File: config.mk
export PLATFORM = sky130hd
export DESIGN_NAME = fault_supervisor
export DESIGN_NICKNAME = d
export VERILOG_FILES = /design/src/rtl/fault_supervisor.sv
export SDC_FILE = /design/constraint.sdc
export NUM_CORES = 1
export LEC_CHECK = 0
export CAP_MARGIN = 40
export CORE_AREA = 10 10 134 136
export DETAILED_ROUTE_END_ITERATION = 8
export DIE_AREA = 0 0 144 146
export GPL_TIMING_DRIVEN = 0
export PLACE_DENSITY_LB_ADDON = 0.05
export SLEW_MARGIN = 15
export SYNTH_ARGS = -nofsm -noshare
export SYNTH_HDL_FRONTEND = slang
export SYNTH_SLANG_ARGS = --single-unit
File: constraint.sdc
create_clock -name clk -period 5.15 [get_ports clk]
set_input_delay 0.515 -clock clk [delete_from_list [all_inputs] [get_ports clk]]
set_output_delay 0.515 -clock clk [all_outputs]
set_load 0.05 [all_outputs]
File: src/rtl/fault_supervisor.sv
// Protection supervisor: synchronised, glitch-filtered fault channels plus a keyed
// watchdog drive an immediate PWM disable, sticky latches, IRQ and first-fault capture.

module fault_supervisor_chan #(
   parameter int FILTER_WIDTH = 8
) (
   input  logic                    clk,
   input  logic                    rst_n,
   input  logic                    fault_raw,
   input  logic                    polarity,
   input  logic [FILTER_WIDTH-1:0] filter,
   output logic                    filt
);
   logic [1:0]              sync_q;
   logic [FILTER_WIDTH-1:0] cnt;
   logic                    sync;

   assign sync = sync_q[1];

   // Both edges are filtered: filt only follows sync after FILTER+1 agreeing samples.
   always_ff @(posedge clk or negedge rst_n) begin
      if (!rst_n) begin
         sync_q <= '0;
         cnt    <= '0;
         filt   <= 1'b0;
      end else begin
         sync_q <= {sync_q[0], fault_raw ^ polarity};
         if (sync != filt) begin
            if (cnt >= filter) begin
               filt <= sync;
               cnt  <= '0;
            end else begin
               cnt <= cnt + 1'b1;
            end
         end else begin
            cnt <= '0;
         end
      end
   end
endmodule

module fault_supervisor #(
   parameter int          NUM_FAULTS       = 4,
   parameter int          ADDR_WIDTH       = 8,
   parameter int          FILTER_WIDTH     = 8,
   parameter int          FILTER_DEFAULT   = 3,
   parameter int unsigned WATCHDOG_DEFAULT = 50_000_000,
   parameter logic [31:0] WDT_KEY          = 32'h5A5A_A5A5
) (
   input  logic                  clk,
   input  logic                  rst_n,
   input  logic [ADDR_WIDTH-1:0] wb_addr,
   input  logic [31:0]           wb_dat_i,
   output logic [31:0]           wb_dat_o,
   input  logic                  wb_we,
   input  logic [3:0]            wb_sel,
   input  logic                  wb_stb,
   output logic                  wb_ack,
   input  logic [NUM_FAULTS-1:0] fault_in,
   output logic                  pwm_disable,
   output logic                  irq
);
   localparam int SW = NUM_FAULTS + 1;

   localparam logic [5:0] A_STATUS = 6'h00;
   localparam logic [5:0] A_ENABLE = 6'h01;
   localparam logic [5:0] A_POL    = 6'h02;
   localparam logic [5:0] A_LATCH  = 6'h03;
   localparam logic [5:0] A_FILTER = 6'h04;
   localparam logic [5:0] A_WDT_TO = 6'h05;
   localparam logic [5:0] A_KICK   = 6'h06;
   localparam logic [5:0] A_IRQ_EN = 6'h07;
   localparam logic [5:0] A_FIRST  = 6'h08;

   logic [SW-1:0]           enable_q, latch_q, irq_en_q;
   logic [SW-1:0]           live, set_vec, clr, latch_nxt;
   logic [NUM_FAULTS-1:0]   pol_q, filt;
   logic [FILTER_WIDTH-1:0] filter_q;
   logic [31:0]             wdt_timeout_q, wdt_cnt_q, rd_data;
   logic                    wdt_expired_q;
   logic [3:0]              ff_idx_q, ff_idx_nxt;
   logic                    ff_valid_q;
   logic                    acc, wr, kick_ok, kick_bad, to_wr;
   logic [5:0]              reg_sel;
   logic                    unused_ok;

   assign unused_ok = ^{wb_sel, wb_addr};

   assign acc      = wb_stb & ~wb_ack;
   assign wr       = acc & wb_we;
   assign reg_sel  = wb_addr[7:2];
   assign kick_ok  = wr && (reg_sel == A_KICK) && (wb_dat_i == WDT_KEY);
   assign kick_bad = wr && (reg_sel == A_KICK) && (wb_dat_i != WDT_KEY);
   assign to_wr    = wr && (reg_sel == A_WDT_TO);
   assign clr      = (wr && (reg_sel == A_LATCH)) ? wb_dat_i[SW-1:0] : '0;

   genvar g;
   generate
      for (g = 0; g < NUM_FAULTS; g++) begin : g_chan
         fault_supervisor_chan #(.FILTER_WIDTH(FILTER_WIDTH)) u_chan (
            .clk      (clk),
            .rst_n    (rst_n),
            .fault_raw(fault_in[g]),
            .polarity (pol_q[g]),
            .filter   (filter_q),
            .filt     (filt[g])
         );
      end
   endgenerate

   assign live        = {wdt_expired_q & enable_q[NUM_FAULTS], filt & enable_q[NUM_FAULTS-1:0]};
   // A bad watchdog key latches the watchdog source without going through live.
   assign set_vec     = live | {kick_bad, {NUM_FAULTS{1'b0}}};
   assign latch_nxt   = (latch_q & ~clr) | set_vec;
   assign pwm_disable = (|latch_q) | (|live);

   always_comb begin
      ff_idx_nxt = '0;
      for (int i = SW - 1; i >= 0; i--) begin
         if (set_vec[i]) ff_idx_nxt = 4'(i);
      end
   end

   always_comb begin
      rd_data = '0;
      case (reg_sel)
         A_STATUS: rd_data[SW-1:0]           = live;
         A_ENABLE: rd_data[SW-1:0]           = enable_q;
         A_POL:    rd_data[NUM_FAULTS-1:0]   = pol_q;
         A_LATCH:  rd_data[SW-1:0]           = latch_q;
         A_FILTER: rd_data[FILTER_WIDTH-1:0] = filter_q;
         A_WDT_TO: rd_data                   = wdt_timeout_q;
         A_IRQ_EN: rd_data[SW-1:0]           = irq_en_q;
         A_FIRST:  rd_data                   = {ff_valid_q, 27'd0, ff_idx_q};
         default:  rd_data                   = '0;
      endcase
   end

   always_ff @(posedge clk or negedge rst_n) begin
      if (!rst_n) begin
         wb_ack        <= 1'b0;
         wb_dat_o      <= '0;
         enable_q      <= '1;
         pol_q         <= '0;
         irq_en_q      <= '0;
         filter_q      <= FILTER_WIDTH'(FILTER_DEFAULT);
         wdt_timeout_q <= 32'(WATCHDOG_DEFAULT);
      end else begin
         wb_ack <= wb_stb & ~wb_ack;
         if (acc) wb_dat_o <= rd_data;
         if (wr) begin
            case (reg_sel)
               A_ENABLE: enable_q      <= wb_dat_i[SW-1:0];
               A_POL:    pol_q         <= wb_dat_i[NUM_FAULTS-1:0];
               A_FILTER: filter_q      <= wb_dat_i[FILTER_WIDTH-1:0];
               A_WDT_TO: wdt_timeout_q <= wb_dat_i;
               A_IRQ_EN: irq_en_q      <= wb_dat_i[SW-1:0];
               default:  ;
            endcase
         end
      end
   end

   // First-fault capture re-arms only once every latch bit has been cleared.
   always_ff @(posedge clk or negedge rst_n) begin
      if (!rst_n) begin
         latch_q    <= '0;
         irq        <= 1'b0;
         ff_idx_q   <= '0;
         ff_valid_q <= 1'b0;
      end else begin
         latch_q <= latch_nxt;
         irq     <= |(latch_q & irq_en_q);
         if (latch_nxt == '0) begin
            ff_idx_q   <= '0;
            ff_valid_q <= 1'b0;
         end else if (!ff_valid_q && (set_vec != '0)) begin
            ff_idx_q   <= ff_idx_nxt;
            ff_valid_q <= 1'b1;
         end
      end
   end

   // A kick outranks expiry on the same edge.
   always_ff @(posedge clk or negedge rst_n) begin
      if (!rst_n) begin
         wdt_cnt_q     <= '0;
         wdt_expired_q <= 1'b0;
      end else if (!enable_q[NUM_FAULTS] || kick_ok) begin
         wdt_cnt_q     <= '0;
         wdt_expired_q <= 1'b0;
      end else if (to_wr) begin
         wdt_cnt_q <= '0;
      end else if (wdt_cnt_q >= wdt_timeout_q) begin
         wdt_expired_q <= 1'b1;
      end else begin
         wdt_cnt_q <= wdt_cnt_q + 32'd1;
      end
   end
endmodule

Word-level counts from Yosys, hierarchy flattened
Index checks and enable logic that the tools add are counted.
{ "word_totals": {"regBits": 175, "in_bits": 52, "output_inout_bits": 35, "word_cells": 121} }
{ "classes": {"addsub": 5, "magnitude_cmp": 5, "n_eq_ne": 16, "n_mux": 28, "bitwise_logic": 15, "n_reduce_logical": 27} }
{ "op_table": {"columns": ["op", "count"], "rows": [
  ["two-way mux 32 bit", 3],
  ["two-way mux 8 bit", 8],
  ["one-hot mux 24 bit (2 select lines)", 1],
  ["adder 32 x 1 -> 32 bit, second input constant", 1],
  ["adder 8 x 1 -> 8 bit, second input constant", 4],
  ["== test 32 x 31 -> 1 bit, second input constant", 1],
  [">= comparator 32 bit", 1],
  [">= comparator 8 bit", 4],
  ["!= test 32 x 31 -> 1 bit, second input constant", 1],
  ["one-hot mux 4 bit (8 select lines)", 1],
  ["== test 6 x 3 -> 1 bit, second input constant", 4],
  ["AND reduction 2 bit", 10],
  ["OR reduction 5 bit", 3],
  ["== test 6 x 2 -> 1 bit, second input constant", 2],
  ["two-way mux 3 bit", 4],
  ["two-way mux 4 bit", 3],
  ["bitwise AND 5 bit", 2],
  ["bitwise OR 5 bit", 2],
  ["== test 6 x 1 -> 1 bit, second input constant", 1],
  ["== test 6 x 4 -> 1 bit, second input constant", 1],
  ["logical AND 1 bit", 6],
  ["zero test 6 bit", 1],
  ["one-hot mux 1 bit (6 select lines)", 1],
  ["one-hot mux 3 bit (2 select lines)", 1],
  ["other kinds (16)", 30]
]} }

Logic depth before layout (Yosys ltp)
Gate-level depths: netlist (run 1).
{ "depth": {"word_depth": 13, "mapped_depth": 11, "depth_no_buf": 9} }

Modules after synthesis
Synthesis (run 1) repeated with hierarchy kept, for this count alone.
{ "hier_totals": {"cells_unflattened": 973, "hier_area_um2": 9596.7} }
{ "by_module_without_submodules": {"columns": ["module", "n_inst", "cells_each", "area_each_um2", "seq_area_each_um2"], "rows": [
  ["fault_supervisor", 1, 721, 6884.1, 3276.9],
  ["fault_supervisor_chan", 4, 63, 678.2, 275.3]
]} }

Worst setup path after synthesis (run 1)
No wires, ideal clock.
{ "synth_timing": {"path_kind": "register -> register", "start": "register wdt_timeout_q[15]", "end": "register wdt_cnt_q[24]", "setup_ns": 0.078, "arrival_ns": 2.636, "t_required_ns": 5.072, "setup_slack_ns": 2.436, "path_stages_with_launch": 10, "path_buffers": 0, "synth_period_minus_slack_ns": 2.714, "path_cell_list": "dfstp_2 > inv_1 > ha_1 > a21oi_1 > o21ai_0 > a2111oi_0 > o221ai_1 > a211o_1 > or4_1 > a21oi_1"} }
{ "synth_between": {"elab_chain_len": 2} }
{ "synth_rtl": {"columns": ["item", "line_no", "source"], "rows": [
  ["from (decl)", "79", "logic [31:0] wdt_timeout_q, wdt_cnt_q, rd_data;"],
  ["from (signal assigned)", "147", "wdt_timeout_q <= 32'(WATCHDOG_DEFAULT);"],
  ["from (signal assigned)", "156", "A_WDT_TO: wdt_timeout_q <= wb_dat_i;"],
  [">= comparator 32 bit", "194", "end else if (wdt_cnt_q >= wdt_timeout_q) begin"],
  ["!= test 3 bit (no line)", null, null],
  ["to (signal assigned)", "197", "wdt_cnt_q <= wdt_cnt_q + 32'd1;"],
  ["to (decl)", "79", null]
]} }
Every way passes these cells.
A chain may end at the register's enable or synchronous reset.

Final worst setup path (run 1)
{ "layout_timing": {"start": "register wdt_timeout_q[15]", "end": "register wdt_cnt_q[27]"} }
The elaborated chain is that of the path after synthesis.

==> results of run 1 <==
## worst max path at each step
| stage | end | slack [ps] | cells after the start |
|---|---|---|---|
| floorplan | wdt_cnt_q[24] | 2440 | 9 |
| CTS | wdt_cnt_q[27] | 1800 | 10 |
| detailed placement | wdt_cnt_q[27] | 1830 | 10 |
| finish | wdt_cnt_q[27] | 1690 | 10 |
| global route | wdt_cnt_q[5] | 1570 | 11 |
| global placement | wdt_cnt_q[25] | -3600 | 1 |
## kinds of logic (layout without fill, tap and decap cells)
group           count (synthesis)  in the layout
compound gates                191            191
xor+xnor                       45             45
fa+ha+maj                      69             69
buf+inv                        95            207
flops                         174            174
mux                            27             27
simple gates                  364            364
## stage by stage
stage | util | TNS [ps] | area (um2) | cells
finish | 0.702 | 0 | 10900 | 1269
global route | 0.702 | 0 | 10900 | 1269
CTS | 0.702 | 0 | 10900 | 1269
detailed placement | 0.666 | 0 | 10300 | 1237
global placement | 0.664 | -581890 | 10300 | 1236
floorplan | - | 0 | 9240 | 965
## metal layers
| layer | share of wire | up-vias | track usage |
|---|---|---|---|
| met3 | 0.053 | 49 | 0.0529 |
| met2 | 0.50 | 200 | 0.386 |
| met4 | 0.023 | 0 | 0.0802 |
| li1 | - | 3617 | - |
| met1 | 0.43 | 3656 | 0.284 |
| met5 | 0 | - | 0 |
## synthesized netlist by cell type (all sizes together) (2+ instances only)
library cell / count / area [um2]
a2111oi: 5 / 43.8
a211o: 4 / 35.0
a211oi: 10 / 75.1
a21o: 7 / 52.6
a21oi: 35 / 175
a221oi: 6 / 52.6
a22oi: 6 / 45.0
and2: 10 / 62.6
and3: 11 / 68.8
and4: 5 / 43.8
buf: 6 / 28.8
clkbuf: 27 / 101
dfrtp: 155 / 3880
dfstp: 19 / 499
ha: 69 / 863
inv: 62 / 233
mux2: 27 / 304
nand2: 128 / 480
nand2b: 11 / 68.8
nand3: 64 / 320
nand3b: 3 / 22.5
nand4: 16 / 100
nor2: 75 / 284
nor2b: 2 / 12.5
nor3: 8 / 40.0
nor4bb: 8 / 80.1
o211ai: 4 / 30.0
o21a: 7 / 52.6
o21ai: 78 / 390
o221ai: 5 / 43.8
o22ai: 5 / 31.3
o31ai: 10 / 75.1
o41a: 2 / 22.5
or3: 10 / 67.6
or4: 11 / 82.6
xnor2: 18 / 158
xor2: 27 / 236
## registers in the layout, indices dropped and copies added, names as in the netlist, 5 cells and up
| name | count |
|---|---|
| wdt_timeout_q | 32 |
| wb_dat_o | 32 |
| filter_q | 8 |
| g_chan.u_chan.sync_q | 8 |
| latch_q | 5 |
| g_chan.u_chan.cnt | 32 |
| irq_en_q | 5 |
| wdt_cnt_q | 32 |
| enable_q | 5 |
## power groups by stage
stage / registers, mW / clock network (mW) / logic [mW]
finish: 1.57 / 1.25 / 0.499
global route: 1.59 / 1.32 / 0.563
CTS: 1.57 / 1.26 / 0.504
detailed placement: 1.59 / 0 / 0.500
global placement: 1.59 / 0 / 0.488
floorplan: 1.59 / 0 / 0.284
## cell usage in the layout (no fill, tap or decap), types with 19 or more instances in the layout
cell	instances
sky130_fd_sc_hd__inv_1	62
sky130_fd_sc_hd__dfstp_2	19
sky130_fd_sc_hd__nand3_1	64
sky130_fd_sc_hd__a21oi_1	35
sky130_fd_sc_hd__ha_1	69
sky130_fd_sc_hd__o21ai_0	77
sky130_fd_sc_hd__mux2_2	27
sky130_fd_sc_hd__xor2_1	27
sky130_fd_sc_hd__clkbuf_1	27
sky130_fd_sc_hd__nand2_1	128
sky130_fd_sc_hd__dfrtp_1	155
sky130_fd_sc_hd__nor2_1	74
sky130_fd_sc_hd__clkdlybuf4s50_1	78
## cell type report
cell class,count,area share
Sequential cell,174,0.403
Inverter,62,0.0214
Clock buffer,17,0.0391
Clock inverter,15,0.0129
Multi-Input combinational cell,696,0.414
Timing Repair Buffer,80,0.0757
Tap cell,192,0.0221
Buffer,33,0.0120
==> insert_results.sql, run 1 <==
INSERT INTO impl_metrics (metric_group, metric, value, unit) VALUES
('worst_hold_path', 'hold_path_class', 'input port to async pin', ''),
('job', 'max_cap_viol_count', '0', ''),
('critical_path', 'critical_path.reg2reg.startpoint', 'wdt_timeout_q[15]', ''),
('timing', 'hold_ws', '10.8', 'ps'),
('synthesis', 'synth_xor_xnor_area_share', '0.0426', ''),
('placed_design', 'port_buffer_count', '79', ''),
('drt', 'via_count', '7522', ''),
('final_layout', 'area.sequential', '4380', 'um2'),
('floorplanning', 'floorplan.io_pins', '87', ''),
('placed_design', 'dp_worst_setup_slack', '1830', 'ps'),
('power', 'max-vdd-ir-drop', '0.257', 'mV'),
('floorplanning', 'initial_utilization', '0.597', ''),
('floorplanning', 'core_footprint', '15500', 'um2'),
('critical_path', 'timing.critical_path.required', '5470', 'ps'),
('synthesis', 'synth_edf_count', '0', ''),
('floorplanning', 'die_height', '146', 'um'),
('grt', 'gr-total-overflow', '0', ''),
('timing', 'rsz0062_at_grt', 'false', ''),
('power', 'p_comb_frac', '0.150', ''),
('placed_design', 'dpl.hpwl', '17400', 'um'),
('drt', 'drc_errors', '0', ''),
('timing', 'finalCriticalPeriod', '3460', 'ps'),
('synthesis', 'synth_area_per_cell', '9.58', 'um2'),
('synthesis', 'muxShareOfSynthArea', '0.0329', ''),
('final_layout', 'area_growth_syn_to_layout', '17.6', '%'),
('synthesis', 'synth_top_family_by_area', 'simple AND/OR/NAND/NOR gates', ''),
('timing', 'finalHoldViolations', '0', ''),
('critical_path', 'path_common_cell', 'sky130_fd_sc_hd__a2111oi_0', ''),
('synthesis', 'syn-cell-area', '9240', 'um2'),
('grt', 'antenna_found_initial', '0', ''),
('grt', 'grt_pass1_vias', '7537', ''),
('power', 'power_frac_seq', '0.474', ''),
('grt', 'pin_count_of_the_biggest_net_entering_global_routing', '104', ''),
('floorplanning', 'fp.dieArea', '21000', 'um2'),
('clocking', 'clk_latency', '440', 'ps'),
('critical_path', 'critical_path_cell_with_the_highest_stage_delay', 'sky130_fd_sc_hd__a2111oi_0', ''),
('power', 'power.net_switching', '1.00', 'mW'),
('power', 'power_switching_share', '0.302', ''),
('critical_path', 'worstSetupEndpointType', 'flip-flop', ''),
('timing', 'timing.final.setup_violations', '0', ''),
('critical_path', 'timing.critical_path.buf_inv', '2', ''),
('synthesis', 'syn_inst', '965', ''),
('final_layout', 'layout-drive-gt1-share', '0.0808', ''),
('power', 'power.static_leakage', '4.83', 'nW'),
('clocking', 'post_cts.resized_instances', '0', ''),
('drt', 'drt-total-wl', '23400', 'um'),
('placed_design', 'gp_congestion', '0.911', ''),
('grt', 'grt_first_pass_wirelength', '38600', 'um'),
('drt', 'detailedRoute.firstIterationViolations', '488', ''),
('timing', 'timing.final.ws_setup', '1690', 'ps'),
('power', 'share_clk_of_total_power', '0.376', ''),
('run_status', 'status', 'finished, final reports clean', ''),
('timing', 'fin_crit_sh', '0.671', ''),
('clocking', 'post_cts.repair.setup_buffers', '0', ''),
('clocking', 'cts-buffers-inserted', '17', ''),
('critical_path', 'worst_reg_to_reg_path_cell_count', '10', ''),
('critical_path', 'critical_path_peak_fanout', '10', ''),
('synthesis', 'post_synth_num_cell_types', '50', ''),
('synthesis', 'synth_compound_gate_area_share', '0.129', ''),
('synthesis', 'synth_async_sr_flop_share', '1.00', ''),
('synthesis', 'synth_area_in_adders', '0.0934', ''),
('timing', 'slew-limit-headroom', '0.438', ''),
('clocking', 'maximum_buffer_depth_of_the_clock_tree', '2', ''),
('power', 'power_density', '305', 'nW/um2'),
('timing', 'max_freq', '0.289', 'GHz'),
('critical_path', 'worst_ep_arrival_time', '3780', 'ps'),
('critical_path', 'crit-reg2reg-capture', 'wdt_cnt_q[27]', ''),
('critical_path', 'timing.critical_path.slowest_cell_delay', '620', 'ps'),
('synthesis', 'synth.yosys.seq_area_share', '0.474', ''),
('critical_path', 'crit_path_cell_trace', 'inv_1, ha_1, a21oi_1, o21ai_0, a2111oi_0, o221ai_1, clkbuf_1, a2111oi_0, xnor2_1, nor2_1', ''),
('power', 'power.internal', '2.32', 'mW');
Note: power is estimated with default switching activity, not from simulation.
==> run 2: changes to the inputs <==
--- a/config.mk
+++ b/config.mk
@@ -6,9 +6,9 @@
 export NUM_CORES = 1
 export LEC_CHECK = 0
 export CAP_MARGIN = 40
-export CORE_AREA = 10 10 134 136
+export CORE_AREA = 10 10 145 147
 export DETAILED_ROUTE_END_ITERATION = 8
-export DIE_AREA = 0 0 144 146
+export DIE_AREA = 0 0 155 157
 export GPL_TIMING_DRIVEN = 0
 export PLACE_DENSITY_LB_ADDON = 0.05
 export SLEW_MARGIN = 15
==> constraint.sdc (replaced) <==
create_clock -name clk -period 3.1 [get_ports clk]
set_input_delay 0.31 -clock clk [delete_from_list [all_inputs] [get_ports clk]]
set_output_delay 0.31 -clock clk [all_outputs]
set_load 0.05 [all_outputs]
==> run 2 against run 1 <==
Register-to-register slack lost 1600 ps. Clock-buffer cell count grew 5. Sequential cell count stayed put. Non-clock buffer count is 3 higher. Fmax is 17% higher. Highest routed layer unchanged.
==> insert_results.sql, run 2 (synthesis results as in run 1) <==
INSERT INTO impl_metrics (metric_group, metric, value, unit) VALUES
('run_status', 'status', 'finished, final reports clean', ''),
('final_layout', 'finish.net_count', '1188', ''),
('drt', 'drt-total-wl', '24200', 'um'),
('final_layout', 'layout-drive-gt1-share', '0.0898', ''),
('placed_design', 'dp_worst_setup_slack', '-567', 'ps'),
('critical_path', 'worst_setup_path_start_kind', 'flip-flop', ''),
('critical_path', 'critical_path_peak_fanout', '10', ''),
('timing', 'worst-slew-pin-transition', '817', 'ps'),
('critical_path', 'timing.setup.critical_path_class', 'flip-flop to flip-flop', ''),
('critical_path', 'reg2reg_slack', '130', 'ps'),
('grt', 'grt_pass1_vias', '7545', ''),
('drt', 'via_count', '7407', ''),
('drt', 'detailedRoute.firstIterationViolations', '423', ''),
('floorplanning', 'initial_utilization', '0.504', ''),
('grt', 'gr-total-overflow', '0', ''),
('drt', 'postRouteAntennaNets', '0', ''),
('power', 'power.static_leakage', '4.85', 'nW'),
('clocking', 'cts.clk_slew.worst_paths', '70', 'ps'),
('critical_path', 'timing.critical_path.required', '3410', 'ps'),
('timing', 'timing.final.setup_violations', '0', ''),
('grt', 'pin_count_of_the_biggest_net_entering_global_routing', '72', ''),
('grt', 'grt.busiest_layer', 'met2', ''),
('drt', 'avgViaCountPerCell', '5.64', ''),
('power', 'power_density', '498', 'nW/um2'),
('clocking', 'cts-buffers-inserted', '17', ''),
('floorplanning', 'core.rowCount', '50', ''),
('floorplanning', 'chipWidth', '155', 'um'),
('placed_design', 'port_buffer_count', '79', ''),
('timing', 'fin_crit_sh', '0.957', ''),
('power', 'max-vdd-ir-drop', '0.488', 'mV'),
('final_layout', 'fillerInstances', '1658', ''),
('clocking', 'clkSinkCount', '174', ''),
('timing', 'tns', '0', 'ps'),
('final_layout', 'mostFrequentLayoutCells', 'sky130_fd_sc_hd__dfrtp_1, sky130_fd_sc_hd__nand2_1, sky130_fd_sc_hd__clkdlybuf4s50_1, sky130_fd_sc_hd__o21ai_0, sky130_fd_sc_hd__nor2_1', ''),
('placed_design', 'numPlacedInstances', '1280', ''),
('final_layout', 'layout_commonest_cell', 'sky130_fd_sc_hd__dfrtp_1', ''),
('clocking', 'cts_tree', 'done', ''),
('drt', 'route.detailed.wl_per_inst', '18.4', 'um'),
('placed_design', 'gp_congestion', '0.923', ''),
('grt', 'gr-usage-met1', '0.254', ''),
('final_layout', 'area_growth_syn_to_layout', '19.3', '%'),
('floorplanning', 'floorplan.io_pins', '87', ''),
('clocking', 'maximum_buffer_depth_of_the_clock_tree', '2', ''),
('timing', 'finalCriticalPeriod', '2970', 'ps'),
('floorplanning', 'core_footprint', '18300', 'um2'),
('clocking', 'clk_latency', '430', 'ps'),
('placed_design', 'placed_cell_area', '10400', 'um2'),
('timing', 'timing.final.ws_setup', '133', 'ps'),
('timing', 'drv_slew', '0', ''),
('timing', 'slew-limit-headroom', '0.453', ''),
('grt', 'antenna_found_initial', '0', ''),
('job', 'max_cap_viol_count', '0', ''),
('critical_path', 'worstSetupEndpointType', 'flip-flop', ''),
('final_layout', 'final_cell_count_no_fill', '1314', ''),
('timing', 'max_freq', '0.337', 'GHz'),
('timing', 'finalHoldViolations', '0', ''),
('drt', 'drc_errors', '0', ''),
('clocking', 'clk_root_buffer_cell', 'sky130_fd_sc_hd__clkbuf_16', ''),
('final_layout', 'insertedDiodeCount', '0', ''),
('floorplanning', 'fp.dieArea', '24300', 'um2'),
('clocking', 'htreeDepth', '4', ''),
('grt', 'use_met2', '0.341', ''),
('grt', 'met3_usage', '0.0428', ''),
('grt', 'globalRouteTotalUtil', '0.203', ''),
('floorplanning', 'die_height', '157', 'um'),
('worst_hold_path', 'hold_path_class', 'flip-flop to flip-flop', ''),
('drt', 'drt_pass1_iterations', '5', ''),
('grt', 'grt_first_pass_wirelength', '39600', 'um'),
('final_layout', 'final_design_area_no_fill', '11000', 'um2'),
('placed_design', 'dpl.hpwl', '18400', 'um'),
('critical_path', 'worst_ep_arrival_time', '3280', 'ps'),
('timing', 'fin_worst_skew', '6.19', 'ps');
run 2: changes by cell type in the layout (fill, tap and decap cells not counted), moves of 2 or more:
cell and change:
sky130_fd_sc_hd__a2111oi_0 -5, sky130_fd_sc_hd__a2111oi_2 +3, sky130_fd_sc_hd__a221oi_1 -2, sky130_fd_sc_hd__a221oi_2 +2
sky130_fd_sc_hd__clkbuf_1 +2, sky130_fd_sc_hd__clkbuf_8 +2, sky130_fd_sc_hd__clkinv_2 +3, sky130_fd_sc_hd__clkinvlp_4 +3
sky130_fd_sc_hd__inv_6 -8, sky130_fd_sc_hd__inv_8 -2
run 2: power by group:
part	internal (mW)	leakage [nW]	switching [mW]
logic	0.347	2.40	0.487
registers	2.44	2.20	0.167
clock network	1.14	0.254	0.910
run 2: critical path, stage by stage, from the launching register on:
cell	delay, ps
sky130_fd_sc_hd__dfstp_2	540
sky130_fd_sc_hd__inv_1	70
sky130_fd_sc_hd__ha_1	310
sky130_fd_sc_hd__a21oi_1	140
sky130_fd_sc_hd__o21ai_0	120
sky130_fd_sc_hd__a221oi_2	370
sky130_fd_sc_hd__o221ai_2	220
sky130_fd_sc_hd__clkbuf_1	320
sky130_fd_sc_hd__a2111oi_1	540
sky130_fd_sc_hd__xnor2_1	170
sky130_fd_sc_hd__nor2_1	60
run 2: per-layer routing:
layer | vias up | part of all wire
li1 | 3607 | -
met1 | 3625 | 0.44
met2 | 142 | 0.50
met3 | 33 | 0.040
met4 | 0 | 0.021
met5 | - | 0
run 2: final timing paths:
path / to / cells after the start / startpoint
setup / recovery: wdt_cnt_q[27] / 10 / wdt_timeout_q[7]
hold / removal: g_chan[3].u_chan.sync_q[1] / 0 / g_chan[3].u_chan.sync_q[0]
setup reg to reg: wdt_cnt_q[27] / 10 / wdt_timeout_q[7]
hold reg to reg: g_chan[3].u_chan.sync_q[1] / 0 / g_chan[3].u_chan.sync_q[0]
max in group asynchronous: enable_q[4] / 4 / rst_n
min in group asynchronous: g_chan[2].u_chan.cnt[3] / 2 / rst_n
run 2: per-stage QoR:
step	power (mW)	hold WS [ps]	util
floorplan	3.12	14.4	-
global placement	3.46	334	0.563
detailed placement	3.48	254	0.567
CTS	5.55	342	0.599
global route	5.76	362	0.602
finish	5.50	350	0.602
run 2: what timing repair did:
item / CTS / global route
gates resized for setup: 9 / 9
buffers inserted: 0 / 1
pin swaps: 1 / 0
hold endpoints to repair: 45 / 0
hold buffers: 1 / 0
setup endpoints to repair: 33 / 19
run 2: cell type report:
class	instances	area, um2	area share
Sequential cell	174	4380	0.397
Tap cell	234	293	0.0265
Timing Repair Buffer	83	868	0.0787
Buffer	33	131	0.0119
Clock inverter	10	90.1	0.00817
Clock buffer	22	464	0.0421
Inverter	62	233	0.0211
Multi-Input combinational cell	696	4570	0.415
==> run 3: changes to the inputs <==
--- a/config.mk
+++ b/config.mk
@@ -10,7 +10,7 @@
 export DETAILED_ROUTE_END_ITERATION = 8
 export DIE_AREA = 0 0 155 157
 export GPL_TIMING_DRIVEN = 0
-export PLACE_DENSITY_LB_ADDON = 0.05
+export PLACE_DENSITY = 0.76
 export SLEW_MARGIN = 15
 export SYNTH_ARGS = -nofsm -noshare
 export SYNTH_HDL_FRONTEND = slang
==> run 3 against run 2 <==
Routed wire length is essentially flat. Setup slack lost 21 ps. Critical endpoint is now wdt_cnt_q[5]. Largest power group unchanged. Register-to-register slack lost 20 ps. Highest routed layer unchanged. Non-clock buffer count is the same. Global-route usage shrank 0.36 points. Sequential power is essentially flat. Final cell count is the same. Die area is the same. Critical path type unchanged.
==> insert_results.sql, run 3 (synthesis results as in run 1) <==
INSERT INTO impl_metrics (metric_group, metric, value, unit) VALUES
('drt', 'avgViaCountPerCell', '5.80', ''),
('grt', 'antenna_found_initial', '0', ''),
('worst_hold_path', 'timing.hold.worst.start', 'g_chan[2].u_chan.sync_q[0]', ''),
('clocking', 'maximum_buffer_depth_of_the_clock_tree', '2', ''),
('timing', 'finalCriticalPeriod', '2990', 'ps'),
('clocking', 'clkSinkCount', '174', ''),
('timing', 'max_freq', '0.335', 'GHz'),
('critical_path', 'critical_path.reg2reg.startpoint', 'wdt_timeout_q[23]', ''),
('critical_path', 'timing.setup.critical_path_class', 'flip-flop to flip-flop', ''),
('critical_path', 'worstSetupEndpointType', 'flip-flop', ''),
('final_layout', 'area_taken_by_multi_input_logic_gates', '4570', 'um2'),
('drt', 'drc_errors', '0', ''),
('run_status', 'status', 'finished, final reports clean', ''),
('critical_path', 'worstSetupStartpoint', 'wdt_timeout_q[23]', ''),
('critical_path', 'worst_ep_arrival_time', '3340', 'ps'),
('clocking', 'clk_root_buffer_cell', 'sky130_fd_sc_hd__clkbuf_16', ''),
('floorplanning', 'core_footprint', '18300', 'um2'),
('drt', 'via_count', '7624', ''),
('final_layout', 'fillerInstances', '1540', ''),
('timing', 'timing.final.setup_violations', '0', ''),
('final_layout', 'layout-drive-gt1-share', '0.0935', ''),
('clocking', 'htreeDepth', '4', ''),
('grt', 'met3_usage', '0.0439', ''),
('timing', 'drv_slew', '0', ''),
('grt', 'pin_count_of_the_biggest_net_entering_global_routing', '104', ''),
('final_layout', 'area_growth_syn_to_layout', '19.7', '%'),
('timing', 'fin_worst_skew', '12.5', 'ps'),
('grt', 'grt_pass1_vias', '7636', ''),
('grt', 'grt.busiest_layer', 'met2', ''),
('timing', 'worst-slew-pin-transition', '823', 'ps'),
('grt', 'grt_first_pass_wirelength', '39100', 'um'),
('final_layout', 'mostFrequentLayoutCells', 'sky130_fd_sc_hd__dfrtp_1, sky130_fd_sc_hd__nand2_1, sky130_fd_sc_hd__clkdlybuf4s50_1, sky130_fd_sc_hd__o21ai_0, sky130_fd_sc_hd__nor2_1', ''),
('critical_path', 'worst_setup_path_start_kind', 'flip-flop', ''),
('placed_design', 'gp_congestion', '0.943', ''),
('final_layout', 'layout_commonest_cell', 'sky130_fd_sc_hd__dfrtp_1', ''),
('drt', 'drt-total-wl', '24200', 'um'),
('drt', 'postRouteAntennaNets', '0', ''),
('power', 'power.static_leakage', '4.88', 'nW'),
('grt', 'use_met2', '0.341', ''),
('power', 'max-vdd-ir-drop', '0.404', 'mV'),
('timing', 'slew-limit-headroom', '0.449', ''),
('final_layout', 'finish.net_count', '1188', ''),
('drt', 'detailedRoute.firstIterationViolations', '560', ''),
('power', 'power_density', '513', 'nW/um2'),
('critical_path', 'critical_path_peak_fanout', '10', ''),
('clocking', 'cts-buffers-inserted', '17', ''),
('floorplanning', 'die_height', '157', 'um'),
('clocking', 'cts_tree', 'done', ''),
('floorplanning', 'fp.dieArea', '24300', 'um2'),
('clocking', 'cts.clk_slew.worst_paths', '70', 'ps'),
('drt', 'drt_pass1_iterations', '5', ''),
('placed_design', 'dpl.hpwl', '17600', 'um'),
('worst_hold_path', 'hold_path_class', 'flip-flop to flip-flop', ''),
('timing', 'finalHoldViolations', '0', ''),
('floorplanning', 'core.rowCount', '50', ''),
('critical_path', 'timing.critical_path.required', '3450', 'ps'),
('final_layout', 'fin_util', '0.603', ''),
('floorplanning', 'initial_utilization', '0.504', ''),
('floorplanning', 'floorplan.io_pins', '87', ''),
('grt', 'gr-usage-met1', '0.241', ''),
('final_layout', 'insertedDiodeCount', '0', ''),
('grt', 'gr-total-overflow', '0', ''),
('job', 'max_cap_viol_count', '0', ''),
('power', 'design_power_total', '5.67', 'mW'),
('placed_design', 'port_buffer_count', '79', ''),
('timing', 'fin_crit_sh', '0.964', ''),
('grt', 'globalRouteTotalUtil', '0.199', ''),
('clocking', 'clk_latency', '430', 'ps'),
('final_layout', 'area.sequential', '4380', 'um2'),
('drt', 'route.detailed.wl_per_inst', '18.4', 'um'),
('floorplanning', 'chipWidth', '155', 'um');
## run 3: final timing paths
kind / end / slack [ps] / cells after the start
worst max-delay path: wdt_cnt_q[5] / 110 / 10
worst min register to register: g_chan[2].u_chan.sync_q[1] / 350 / 0
max in group asynchronous: wdt_timeout_q[7] / 1760 / 3
worst min-delay path: g_chan[2].u_chan.sync_q[1] / 350 / 0
worst max register to register: wdt_cnt_q[5] / 110 / 10
min in group asynchronous: ff_valid_q / 440 / 2
## run 3: what timing repair did
item                                    in CTS  in global routing
resized for setup                            5                 18
buffers inserted                             0                  2
pin swaps                                    0                  4
endpoints found under the hold margin       60                  0
endpoints found under the setup margin      32                 19
hold buffers                                 1                  0
## run 3: layer usage
| layer | vias up | share of wire |
|---|---|---|
| li1 | 3606 | - |
| met1 | 3765 | 0.41 |
| met2 | 206 | 0.51 |
| met3 | 47 | 0.047 |
| met4 | 0 | 0.029 |
| met5 | - | 0 |
## run 3: through the flow
stage               TNS [ps]  hold slack, ps  cells  worst slack, ps  cell area (um2)
CTS                        0             355   1312             3.27            11000
floorplan                  0            14.4    965              386             9240
finish                     0             351   1314              111            11100
detailed placement     -4970             315   1279             -329            10400
global placement     -925570             334   1278            -5530            10300
global route           -40.6             378   1314            -22.6            11100
## run 3: critical path: stages, from the launching register on
cell,delay [ps]
sky130_fd_sc_hd__dfstp_2,530
sky130_fd_sc_hd__inv_1,70
sky130_fd_sc_hd__ha_1,340
sky130_fd_sc_hd__a21oi_1,190
sky130_fd_sc_hd__o21ai_0,140
sky130_fd_sc_hd__a221oi_2,420
sky130_fd_sc_hd__nand2_1,170
sky130_fd_sc_hd__a21o_1,210
sky130_fd_sc_hd__buf_2,190
sky130_fd_sc_hd__or4_1,480
sky130_fd_sc_hd__a21oi_1,160
## run 3: layout make-up
type | instances | area share
Buffer | 33 | 0.0122
Clock buffer | 17 | 0.0385
Clock inverter | 15 | 0.0165
Inverter | 62 | 0.0210
Multi-Input combinational cell | 696 | 0.413
Sequential cell | 174 | 0.396
Tap cell | 234 | 0.0265
Timing Repair Buffer | 83 | 0.0767
## run 3: where the power goes
part | internal, mW | switching [mW] | leakage, nW
Clock | 1.28 | 0.944 | 0.292
Combinational | 0.347 | 0.502 | 2.40
Sequential | 2.44 | 0.160 | 2.20
